==> src/rtl/ldsd_decoder.sv <==
// rtl/ldsd_decoder.sv - RISC-V ld/sd field decoder with pairing checker and event counters
module ldsd_decoder #(
    parameter int XLEN  = 64,
    parameter int CNT_W = 16
) (
    input  logic             clock,
    input  logic             reset,
    input  logic             in_valid,
    output logic             in_ready,
    input  logic [31:0]      in_instr,
    output logic             out_valid,
    input  logic             out_ready,
    output logic [1:0]       out_kind,
    output logic [4:0]       out_rd,
    output logic [4:0]       out_rs1,
    output logic [4:0]       out_rs2,
    output logic [XLEN-1:0]  out_imm,
    output logic [31:0]      out_instr,
    output logic             pair_ok,
    output logic             pair_err,
    output logic [CNT_W-1:0] ld_cnt,
    output logic [CNT_W-1:0] sd_cnt,
    output logic [CNT_W-1:0] err_cnt
);

    localparam logic [1:0] K_OTHER = 2'd0;
    localparam logic [1:0] K_LD    = 2'd1;
    localparam logic [1:0] K_SD    = 2'd2;
    localparam logic [1:0] K_BADW  = 2'd3;

    typedef enum logic {S_IDLE, S_LD} state_t;

    state_t          state_q, state_d;
    logic [4:0]      ld_rd_q, ld_rd_d;
    logic            pair_ok_d, pair_err_d;
    logic            accept;
    logic [1:0]      d_kind;
    logic [4:0]      d_rd, d_rs2;
    logic [11:0]     d_imm12;
    logic [XLEN-1:0] d_imm;
    logic            is_load_op, is_store_op, is_dword;

    assign in_ready = !out_valid || out_ready;
    assign accept   = in_valid && in_ready;

    assign is_load_op  = (in_instr[6:0] == 7'b0000011);
    assign is_store_op = (in_instr[6:0] == 7'b0100011);
    assign is_dword    = (in_instr[14:12] == 3'b011);

    // Classify the incoming word and extract its fields
    always_comb begin
        d_kind  = K_OTHER;
        d_imm12 = 12'd0;
        if (is_load_op) begin
            d_kind  = is_dword ? K_LD : K_BADW;
            d_imm12 = in_instr[31:20];
        end else if (is_store_op) begin
            d_kind  = is_dword ? K_SD : K_BADW;
            d_imm12 = {in_instr[31:25], in_instr[11:7]};
        end
        d_rd  = (d_kind == K_SD) ? 5'd0 : in_instr[11:7];
        d_rs2 = (d_kind == K_LD) ? 5'd0 : in_instr[24:20];
        d_imm = (d_kind == K_OTHER) ? '0 : {{(XLEN-12){d_imm12[11]}}, d_imm12};
    end

    // Output beat register: load on accept, drop on pop without a replacement
    always_ff @(posedge clock or posedge reset) begin
        if (reset) begin
            out_valid <= 1'b0;
            out_kind  <= 2'd0;
            out_rd    <= 5'd0;
            out_rs1   <= 5'd0;
            out_rs2   <= 5'd0;
            out_imm   <= '0;
            out_instr <= 32'd0;
        end else if (accept) begin
            out_valid <= 1'b1;
            out_kind  <= d_kind;
            out_rd    <= d_rd;
            out_rs1   <= in_instr[19:15];
            out_rs2   <= d_rs2;
            out_imm   <= d_imm;
            out_instr <= in_instr;
        end else if (out_ready) begin
            out_valid <= 1'b0;
        end
    end

    // Pairing FSM state, latched ld destination and registered pulses
    always_ff @(posedge clock or posedge reset) begin
        if (reset) begin
            state_q  <= S_IDLE;
            ld_rd_q  <= 5'd0;
            pair_ok  <= 1'b0;
            pair_err <= 1'b0;
        end else begin
            state_q  <= state_d;
            ld_rd_q  <= ld_rd_d;
            pair_ok  <= pair_ok_d;
            pair_err <= pair_err_d;
        end
    end

    // Pairing next-state: only an accepted word moves the FSM
    always_comb begin
        state_d    = state_q;
        ld_rd_d    = ld_rd_q;
        pair_ok_d  = 1'b0;
        pair_err_d = 1'b0;
        if (accept) begin
            case (state_q)
                S_IDLE: begin
                    if (d_kind == K_LD) begin
                        ld_rd_d = in_instr[11:7];
                        state_d = S_LD;
                    end
                end
                S_LD: begin
                    if (d_kind == K_LD) begin
                        ld_rd_d = in_instr[11:7];
                        state_d = S_LD;
                    end else begin
                        state_d = S_IDLE;
                        if (d_kind == K_SD) begin
                            pair_ok_d  = (in_instr[24:20] == ld_rd_q);
                            pair_err_d = (in_instr[24:20] != ld_rd_q);
                        end
                    end
                end
                default: state_d = S_IDLE;
            endcase
        end
    end

    // Saturating event counters
    always_ff @(posedge clock or posedge reset) begin
        if (reset) begin
            ld_cnt  <= '0;
            sd_cnt  <= '0;
            err_cnt <= '0;
        end else begin
            if (accept && d_kind == K_LD && ld_cnt != '1)
                ld_cnt <= ld_cnt + 1'b1;
            if (accept && d_kind == K_SD && sd_cnt != '1)
                sd_cnt <= sd_cnt + 1'b1;
            if (accept && (d_kind == K_BADW || pair_err_d) && err_cnt != '1)
                err_cnt <= err_cnt + 1'b1;
        end
    end

endmodule

==> config.mk <==
export PLATFORM = sky130hd
export DESIGN_NAME = ldsd_decoder
export DESIGN_NICKNAME = d
export VERILOG_FILES = /design/src/rtl/ldsd_decoder.sv
export SDC_FILE = /design/constraint.sdc
export NUM_CORES = 1
export LEC_CHECK = 0
export BUFFER_PORTS_ARGS = -buffer_cell sky130_fd_sc_hd__buf_2
export CAP_MARGIN = 20
export CORE_UTILIZATION = 45
export DETAILED_ROUTE_END_ITERATION = 8
export PLACE_DENSITY_LB_ADDON = 0.25
export SETUP_SLACK_MARGIN = 0.3
export SLEW_MARGIN = 25
export SYNTH_ARGS = -nofsm -noshare
export SYNTH_HDL_FRONTEND = slang
export SYNTH_SLANG_ARGS = --single-unit
==> constraint.sdc <==
create_clock -name clock -period 3.55 [get_ports clock]
set_clock_uncertainty 0.05 [all_clocks]
set_input_delay 0.1775 -clock clock [delete_from_list [all_inputs] [get_ports clock]]
set_output_delay 0.1775 -clock clock [all_outputs]
set_load 0.05 [all_outputs]
==> metrics.log, run 1 <==
INFO  metric h-tree-depth = 4
INFO  metric synth_edf_count = 0
INFO  metric highest_cell_delay_on_the_worst_timing_path = between 0.5 and 0.6 ns
INFO  metric tightest_slew = 0.745 ns
INFO  metric drv_slew = 0
INFO  metric drv_cap = 0
INFO  metric setup-tns-final = 0 ns
INFO  metric clk_pin_slew = 0.05 ns
INFO  metric path_cells = dlygate4sd3_1, buf_2, and4bb_1, and4_1, nand2_1, a21oi_1, mux2_2
INFO  metric groute.usage.overall = between 20% and 30%
INFO  metric worst_hold_path_type = input pin to flop
INFO  metric power = about 3.5 mW
INFO  metric timing.critical_path.to_type = flop
INFO  metric crit_buf_inv = 2
INFO  metric clockRootBuffer = sky130_fd_sc_hd__clkbuf_16
INFO  metric fp.dieArea = 12,500 um^2
INFO  metric maxSlewHeadroom = between 40% and 50%
INFO  metric postCtsSetupBuffers = 0
INFO  metric setup_violating_endpoint_count_in_the_final_report = 0
INFO  metric floorplan.core_area = between 10,000 and 15,000 um^2
INFO  metric critical_path_arrival = 2.82 ns
INFO  metric final_net_count = 740
INFO  metric boundary_pin_count = around 200
INFO  metric critical-path-slowest-cell = sky130_fd_sc_hd__dlygate4sd3_1
INFO  metric detailedPlacementHpwl = 8.99 mm
INFO  metric wl_per_cell = 15.5 um
INFO  metric timing.critical_path.required = 3.79 ns
INFO  metric filler_cell_count = 943
INFO  metric fp.dieW = 112 um
INFO  metric detailedRoute.firstPassIterationCount = 7
INFO  metric syn_nets = 562
INFO  metric initial_utilization = a little under half
INFO  metric grt_start_max_net_pins = 69
INFO  metric hold_buffers = 32
INFO  metric leakagePower = 3.83 nW
INFO  metric ys_dominant_reg_cell = sky130_fd_sc_hd__dfrtp_1
INFO  metric period_share = around 73%
INFO  metric dr_total_vias = 4,339
INFO  metric clock_sink_count = between 100 and 150
INFO  metric grt.overflow.total = 0
INFO  metric mostFrequentLayoutCells = 200 x sky130_fd_sc_hd__buf_2, 127 x sky130_fd_sc_hd__nand2_1, 112 x sky130_fd_sc_hd__dfrtp_1
INFO  metric route.met3.wl = 807 um
INFO  metric longest_clk_path_bufs = 2
INFO  metric post-route-min-period = 2.59 ns
INFO  metric final_routed_wirelength_across_all_metal_layers = 13.2 mm
INFO  metric critPathTopFamily = simple AND/OR/NAND/NOR gates
INFO  metric critical_path_class = input pin to flop
INFO  metric antennaDiodeCount = 0
INFO  metric synth.distinct_cells = 43
INFO  metric post_synth_instance_area = 5420 um^2
INFO  metric routed_met2_length = 6.61 mm
INFO  metric finalHoldViolations = 0
INFO  metric failed_checks = design-rule violations
INFO  metric drive_above_1_share = 37.1%
INFO  metric synthDominantAreaCellType = sky130_fd_sc_hd__dfrtp_1
INFO  metric gp_congestion = 0.839
INFO  metric grt_pass1_wl = 21.5 mm
INFO  metric vias_per_cell = 5.07
INFO  metric post_dp_cell_area = 6130 um^2
INFO  metric post-route-cell-area = 6970 um^2
INFO  metric cellPowerDensity = 502 nW/um^2
INFO  metric clock_tree_from_tritoncts = built
INFO  metric clock_latency = roughly 0.40 ns
INFO  metric yosys-top-cells-area = sky130_fd_sc_hd__dfrtp_1 52%, sky130_fd_sc_hd__nand2_1 8.9%, sky130_fd_sc_hd__buf_4 7.9%
INFO  metric std_cell_rows = 39
INFO  metric wl_met1 = ~5.5 mm
INFO  metric timing.critical_path.fanout_max = 15
INFO  metric layout_commonest_cell = sky130_fd_sc_hd__buf_2
INFO  metric post_cts.resized_instances = 0
INFO  metric initial_detailed_routing_violation_count = 200
INFO  metric grt_setup_unrepaired = false
INFO  metric grt_pass1_vias = 4,227
INFO  metric cts_made_buffers = 17
INFO  metric netlist.area_leader.share = 52.2%
INFO  metric number_of_antenna_violations_at_the_first_check_in_global_routing = 0
INFO  metric crit_path_start_kind = input pin
INFO  metric synthesized_instance_count = 523
INFO  metric drt.antenna.violating_nets = 0
INFO  metric synth-warning-count = 0
INFO  metric synth_seq_area_share = 52.2%
INFO  metric avgSynthCellArea = 10.4 um^2
INFO  metric outcome = complete, but fails checks
INFO  metric ys_seq_elements = 113
INFO  metric flow.area_growth_from_synthesis = 28.6%
INFO  metric die_y = 112 um
INFO  metric count_of_buffers_from_port_buffering = 200
INFO  metric postSynth.asyncResetShare = 100%
INFO  metric route.detailed.drc = 20
INFO  metric top_layer_used = met4
INFO  metric fmax = a little under 0.4 GHz
INFO  metric vdd_drop_max = 0.245 mV
[metrics by stage]
step / cells / setup slack, ns / util [%] / hold WS, ns
after floorplan: 523 / 0.335 / - / 0.233
after global placement: 793 / 1.20 / 53.0 / 0.263
after detailed placement: 793 / 1.14 / 53.0 / 0.276
after CTS: 855 / 1.01 / 60.2 / 0.000900
after global routing: 855 / 0.883 / 60.2 / 0.0406
final: 855 / 0.962 / 60.2 / 0.0133
[flip-flops by register name (all words and copies together) (netlist names), 2 cells and up]
register   flops
ld_cnt        16
out_kind       2
ld_rd_q        5
out_rs2        5
out_rs1        4
out_rd         5
out_imm       12
sd_cnt        16
out_instr     28
err_cnt       16
[where the power goes]
group	switching, mW	internal [mW]	total (mW)
Clock	0.540	0.960	1.50
Sequential	0.0437	1.36	1.40
Combinational	0.454	0.139	0.593
Total	1.04	2.46	3.50
[cell type report]
cell class	count	area (um^2)	area share, %
Clock inverter	8	65.1	0.934
Sequential cell	113	2830	40.6
Tap cell	143	179	2.57
Clock buffer	22	454	6.52
Timing Repair Buffer	237	1360	19.5
Inverter	10	40.0	0.575
Multi-Input combinational cell	322	2040	29.3
[routing by layer]
layer | global-route usage (%) | vias to the layer above
li1 | - | 2067
met1 | 27.0 | 2082
met2 | 37.4 | 172
met3 | 5.61 | 18
met4 | 9.55 | 0
met5 | 0 | -
[worst paths after layout]
path,from,to,slack [ns],cells past startpoint
worst max register to register,out_valid,err_cnt[1],1.20,5
max in group asynchronous,reset,out_instr[4],2.20,4
worst max-delay path,in_instr[2],err_cnt[1],0.96,7
min in group asynchronous,reset,out_rs1[0],0.37,3
worst min-delay path,in_instr[7],out_instr[7],0.01,3
worst min register to register,out_instr[30],out_instr[30],0.42,2
[cell usage after synthesis, types with 3 or more instances]
cell type                     n
sky130_fd_sc_hd__nand4_1     18
sky130_fd_sc_hd__a211oi_2     7
sky130_fd_sc_hd__xor2_1      17
sky130_fd_sc_hd__and4_1       7
sky130_fd_sc_hd__o31ai_1      7
sky130_fd_sc_hd__buf_2        6
sky130_fd_sc_hd__a21oi_1      7
sky130_fd_sc_hd__nand2b_1     3
sky130_fd_sc_hd__mux2_2      10
sky130_fd_sc_hd__dfrtp_1    113
sky130_fd_sc_hd__and3_1       7
sky130_fd_sc_hd__buf_4       57
sky130_fd_sc_hd__a22o_1      10
sky130_fd_sc_hd__o21ai_0      8
sky130_fd_sc_hd__xnor2_1     29
sky130_fd_sc_hd__mux2i_1      5
sky130_fd_sc_hd__ha_1         3
sky130_fd_sc_hd__a2111oi_2    5
sky130_fd_sc_hd__nor2_1      12
sky130_fd_sc_hd__inv_1       10
sky130_fd_sc_hd__clkbuf_1    12
sky130_fd_sc_hd__buf_1        3
sky130_fd_sc_hd__nand3_1     13
sky130_fd_sc_hd__and2_1       4
sky130_fd_sc_hd__nand2_1    128
[worst reg2reg max path: cells and delay by family (launching register included)]
family          cells  cell delay (ns)
simple gates        3             1.08
mux                 1             0.36
compound gates      1             0.39
flops               1             0.37
[cells by family after synthesis]
family | count (synthesis) | share of synthesized area, %
AND/OR/NAND/NOR | 208 | 18.3
flip-flops | 113 | 52.2
buffers and inverters | 88 | 10.2
AO/OA/AOI/OAI | 50 | 8.18
XOR/XNOR | 46 | 7.44
multiplexers | 15 | 3.00
adder cells (fa/ha/maj) | 3 | 0.693
No activity file was read; power rests on OpenSTA's default activity.
==> run 2, diff against run 1 <==
Clock period 3.55 ns to 2.43 ns, I/O delays scaled along.
==> run 2 against run 1 <==
The flow still finishes with violations (design-rule violations). Largest cell class unchanged. Die area stayed put. Sequential share of layout area is 0.90 points lower. Via count is 2.1% higher. Global-route usage is 0.48 points higher. Sequential power is 46% higher. Non-clock buffer count is 13 higher. Cell count is 1.8% higher. Register-to-register slack worse by 0.76 ns. Cell area is 3.2% higher.
==> metrics.log, run 2 (same netlist as run 1, synthesis figures left out) <==
INFO  metric outcome = complete, but fails checks
INFO  metric failed_checks = design-rule violations
INFO  metric grt.overflow.total = 0
INFO  metric critical_path_class = flop to flop
INFO  metric path_cells = nand4_2, or2_4, or4_4, a211oi_2, xor2_1
INFO  metric timing.reg2reg.worst_path_depth = 5
INFO  metric clk_pin_slew = roughly 0.05 ns
INFO  metric antennaDiodeCount = 0
INFO  metric die_y = 112 um
INFO  metric mostFrequentLayoutCells = 200 x sky130_fd_sc_hd__buf_2, 126 x sky130_fd_sc_hd__nand2_1, 91 x sky130_fd_sc_hd__dfrtp_1
INFO  metric route.met3.wl = a little over 700 um
INFO  metric crit_path_start_kind = flop
INFO  metric critical_path.reg2reg.endpoint = err_cnt[13]
INFO  metric dr_total_vias = roughly 4.4k
INFO  metric worstHoldStart = in_instr[5]
INFO  metric timing.critical_path.to_type = flop
INFO  metric vias_per_cell = 5.09
INFO  metric setup-tns-final = 0 ns
INFO  metric layout_commonest_cell = sky130_fd_sc_hd__buf_2
INFO  metric gp_congestion = 0.845
INFO  metric detailedPlacementHpwl = around 9.5 mm
INFO  metric worstSetupStartpoint = err_cnt[4]
INFO  metric top_layer_used = met4
INFO  metric largest_register = out_instr
INFO  metric fmax = 0.503 GHz
INFO  metric filler_cell_count = 952
INFO  metric initial_utilization = between 40% and 50%
INFO  metric number_of_antenna_violations_at_the_first_check_in_global_routing = 0
INFO  metric critical-path-slowest-cell = sky130_fd_sc_hd__or4_4
INFO  metric fp.dieArea = roughly 12,000 um^2
INFO  metric tightest_slew = 0.647 ns
INFO  metric leakagePower = 3.89 nW
INFO  metric final_routed_wirelength_across_all_metal_layers = 13.4 mm
INFO  metric pwr-share-comb = ~17%
INFO  metric p_sw = 1.53 mW
INFO  metric flow.area_growth_from_synthesis = 32.7%
INFO  metric floorplan.core_area = approximately 12,000 um^2
INFO  metric regToRegSetupSlack = 0.44 ns
INFO  metric h-tree-depth = 4
INFO  metric post-route-cell-area = 7190 um^2
INFO  metric grt_pass1_wl = between 20 and 25 mm
INFO  metric swShare = 29.4%
INFO  metric regArea = 2860 um^2
INFO  metric clock_sink_count = 113
INFO  metric boundary_pin_count = 201
INFO  metric count_of_buffers_from_port_buffering = 200
INFO  metric setup_violating_endpoint_count_in_the_final_report = 0
INFO  metric post-route-min-period = 1.99 ns
INFO  metric vdd_drop_max = 0.496 mV
INFO  metric maxSlewHeadroom = about 57%
INFO  metric detailedRoute.firstPassIterationCount = 6
INFO  metric worstReg2RegStart = err_cnt[4]
INFO  metric period_share = 81.8%
INFO  metric groute.usage.overall = 22.7%
INFO  metric drv_cap = 0
INFO  metric grt_pass1_vias = 4,328
INFO  metric timing.critical_path.fanout_max = 5
INFO  metric critical_path_arrival = 2.27 ns
INFO  metric worst_hold_path_cell_count = 3
INFO  metric drv_slew = 0
INFO  metric final_net_count = 753
INFO  metric sequential_share_of_power = around two fifths
INFO  metric std_cell_rows = 39
INFO  metric grt_start_max_net_pins = 55
INFO  metric wl_met1 = approximately 5.6 mm
INFO  metric routed_met2_length = 6.73 mm
INFO  metric min_delay_worst_endpoint = out_instr[5]
INFO  metric route.detailed.drc = 20
INFO  metric highest_cell_delay_on_the_worst_timing_path = 0.55 ns
INFO  metric cts_made_buffers = 17
INFO  metric clock_latency = approximately 0.4 ns
INFO  metric drive_above_1_share = 42.0%
INFO  metric post_dp_cell_area = roughly 6300 um^2
INFO  metric initial_detailed_routing_violation_count = 209
INFO  metric worst_hold_path_type = input pin to flop
INFO  metric finish.utilization = 62.2%
INFO  metric clockRootBuffer = sky130_fd_sc_hd__clkbuf_16
INFO  metric cellPowerDensity = 726 nW/um^2
INFO  metric timing.critical_path.required = 2.71 ns
INFO  metric clock_tree_from_tritoncts = built
INFO  metric drt.antenna.violating_nets = 0
INFO  metric clock_power_share = 43.7%
INFO  metric largest_register_ff_count = 28
INFO  metric fp.dieW = 112 um
INFO  metric final.hold.worst_slack = 0.0937 ns
INFO  metric internal-power = 3.69 mW
INFO  metric longest_clk_path_bufs = 2
INFO  metric wl_per_cell = 15.4 um
INFO  metric multi_input_comb_area = 2070 um^2
INFO  metric finalHoldViolations = 0
INFO  metric grt_setup_unrepaired = false
-- run 2: worst max-delay path by stage --
stage                   to  depth (start not counted)
2_1_floorplan   err_cnt[1]                          5
3_3_place_gp    err_cnt[1]                          6
3_5_place_dp    err_cnt[1]                          6
4_1_cts         err_cnt[6]                          7
5_1_grt        err_cnt[12]                          8
6_report       err_cnt[13]                          5
-- run 2: final cells by class --
cell class                 count  area share (%)
tap                          143            2.49
inverter                      10           0.574
clock buffer                  27            7.41
sequential                   113            39.7
clock inverter                 5           0.348
multi-input combinational    322            28.8
timing repair buffer         250            20.7
-- run 2: per-layer routing --
| metal | GRT usage, % | vias to the layer above |
|---|---|---|
| met5 | 0 | - |
| li1 | - | 2090 |
| met4 | 11.4 | 0 |
| met3 | 5.82 | 26 |
| met1 | 27.1 | 2152 |
| met2 | 37.8 | 163 |
-- run 2: critical path, delay by kind of cell (launching register included) --
| family | cells | cell delay (ns) |
|---|---|---|
| AOI/OAI and AO/OA | 1 | 0.23 |
| xor gates and xnor gates | 1 | 0.16 |
| DFF | 1 | 0.42 |
| and+or+nand+nor | 3 | 1.06 |
-- run 2: stage by stage --
stage	setup slack, ns	std cells	total power [mW]
final	0.441	870	5.22
after global routing	0.307	870	5.41
after CTS	0.303	867	5.27
after detailed placement	0.227	801	2.93
after global placement	0.275	801	2.91
after floorplan	0.305	523	2.71
-- run 2: power by group through the flow --
stage	sequential (mW)	combinational, mW	clock, mW
after floorplan	2.44	0.268	0
after global placement	2.08	0.836	0
after detailed placement	2.08	0.843	0
after CTS	2.05	0.887	2.33
after global routing	2.07	0.933	2.41
final	2.05	0.882	2.28
-- run 2: timing repair --
item / CTS / global route
buffers inserted: 0 / 3
cloned: 0 / 0
resized for setup: 1 / 2
hold buffers: 34 / 0
pin swaps: 0 / 1
endpoints found under the hold margin: 77 / 0
setup endpoints to repair: 5 / 11
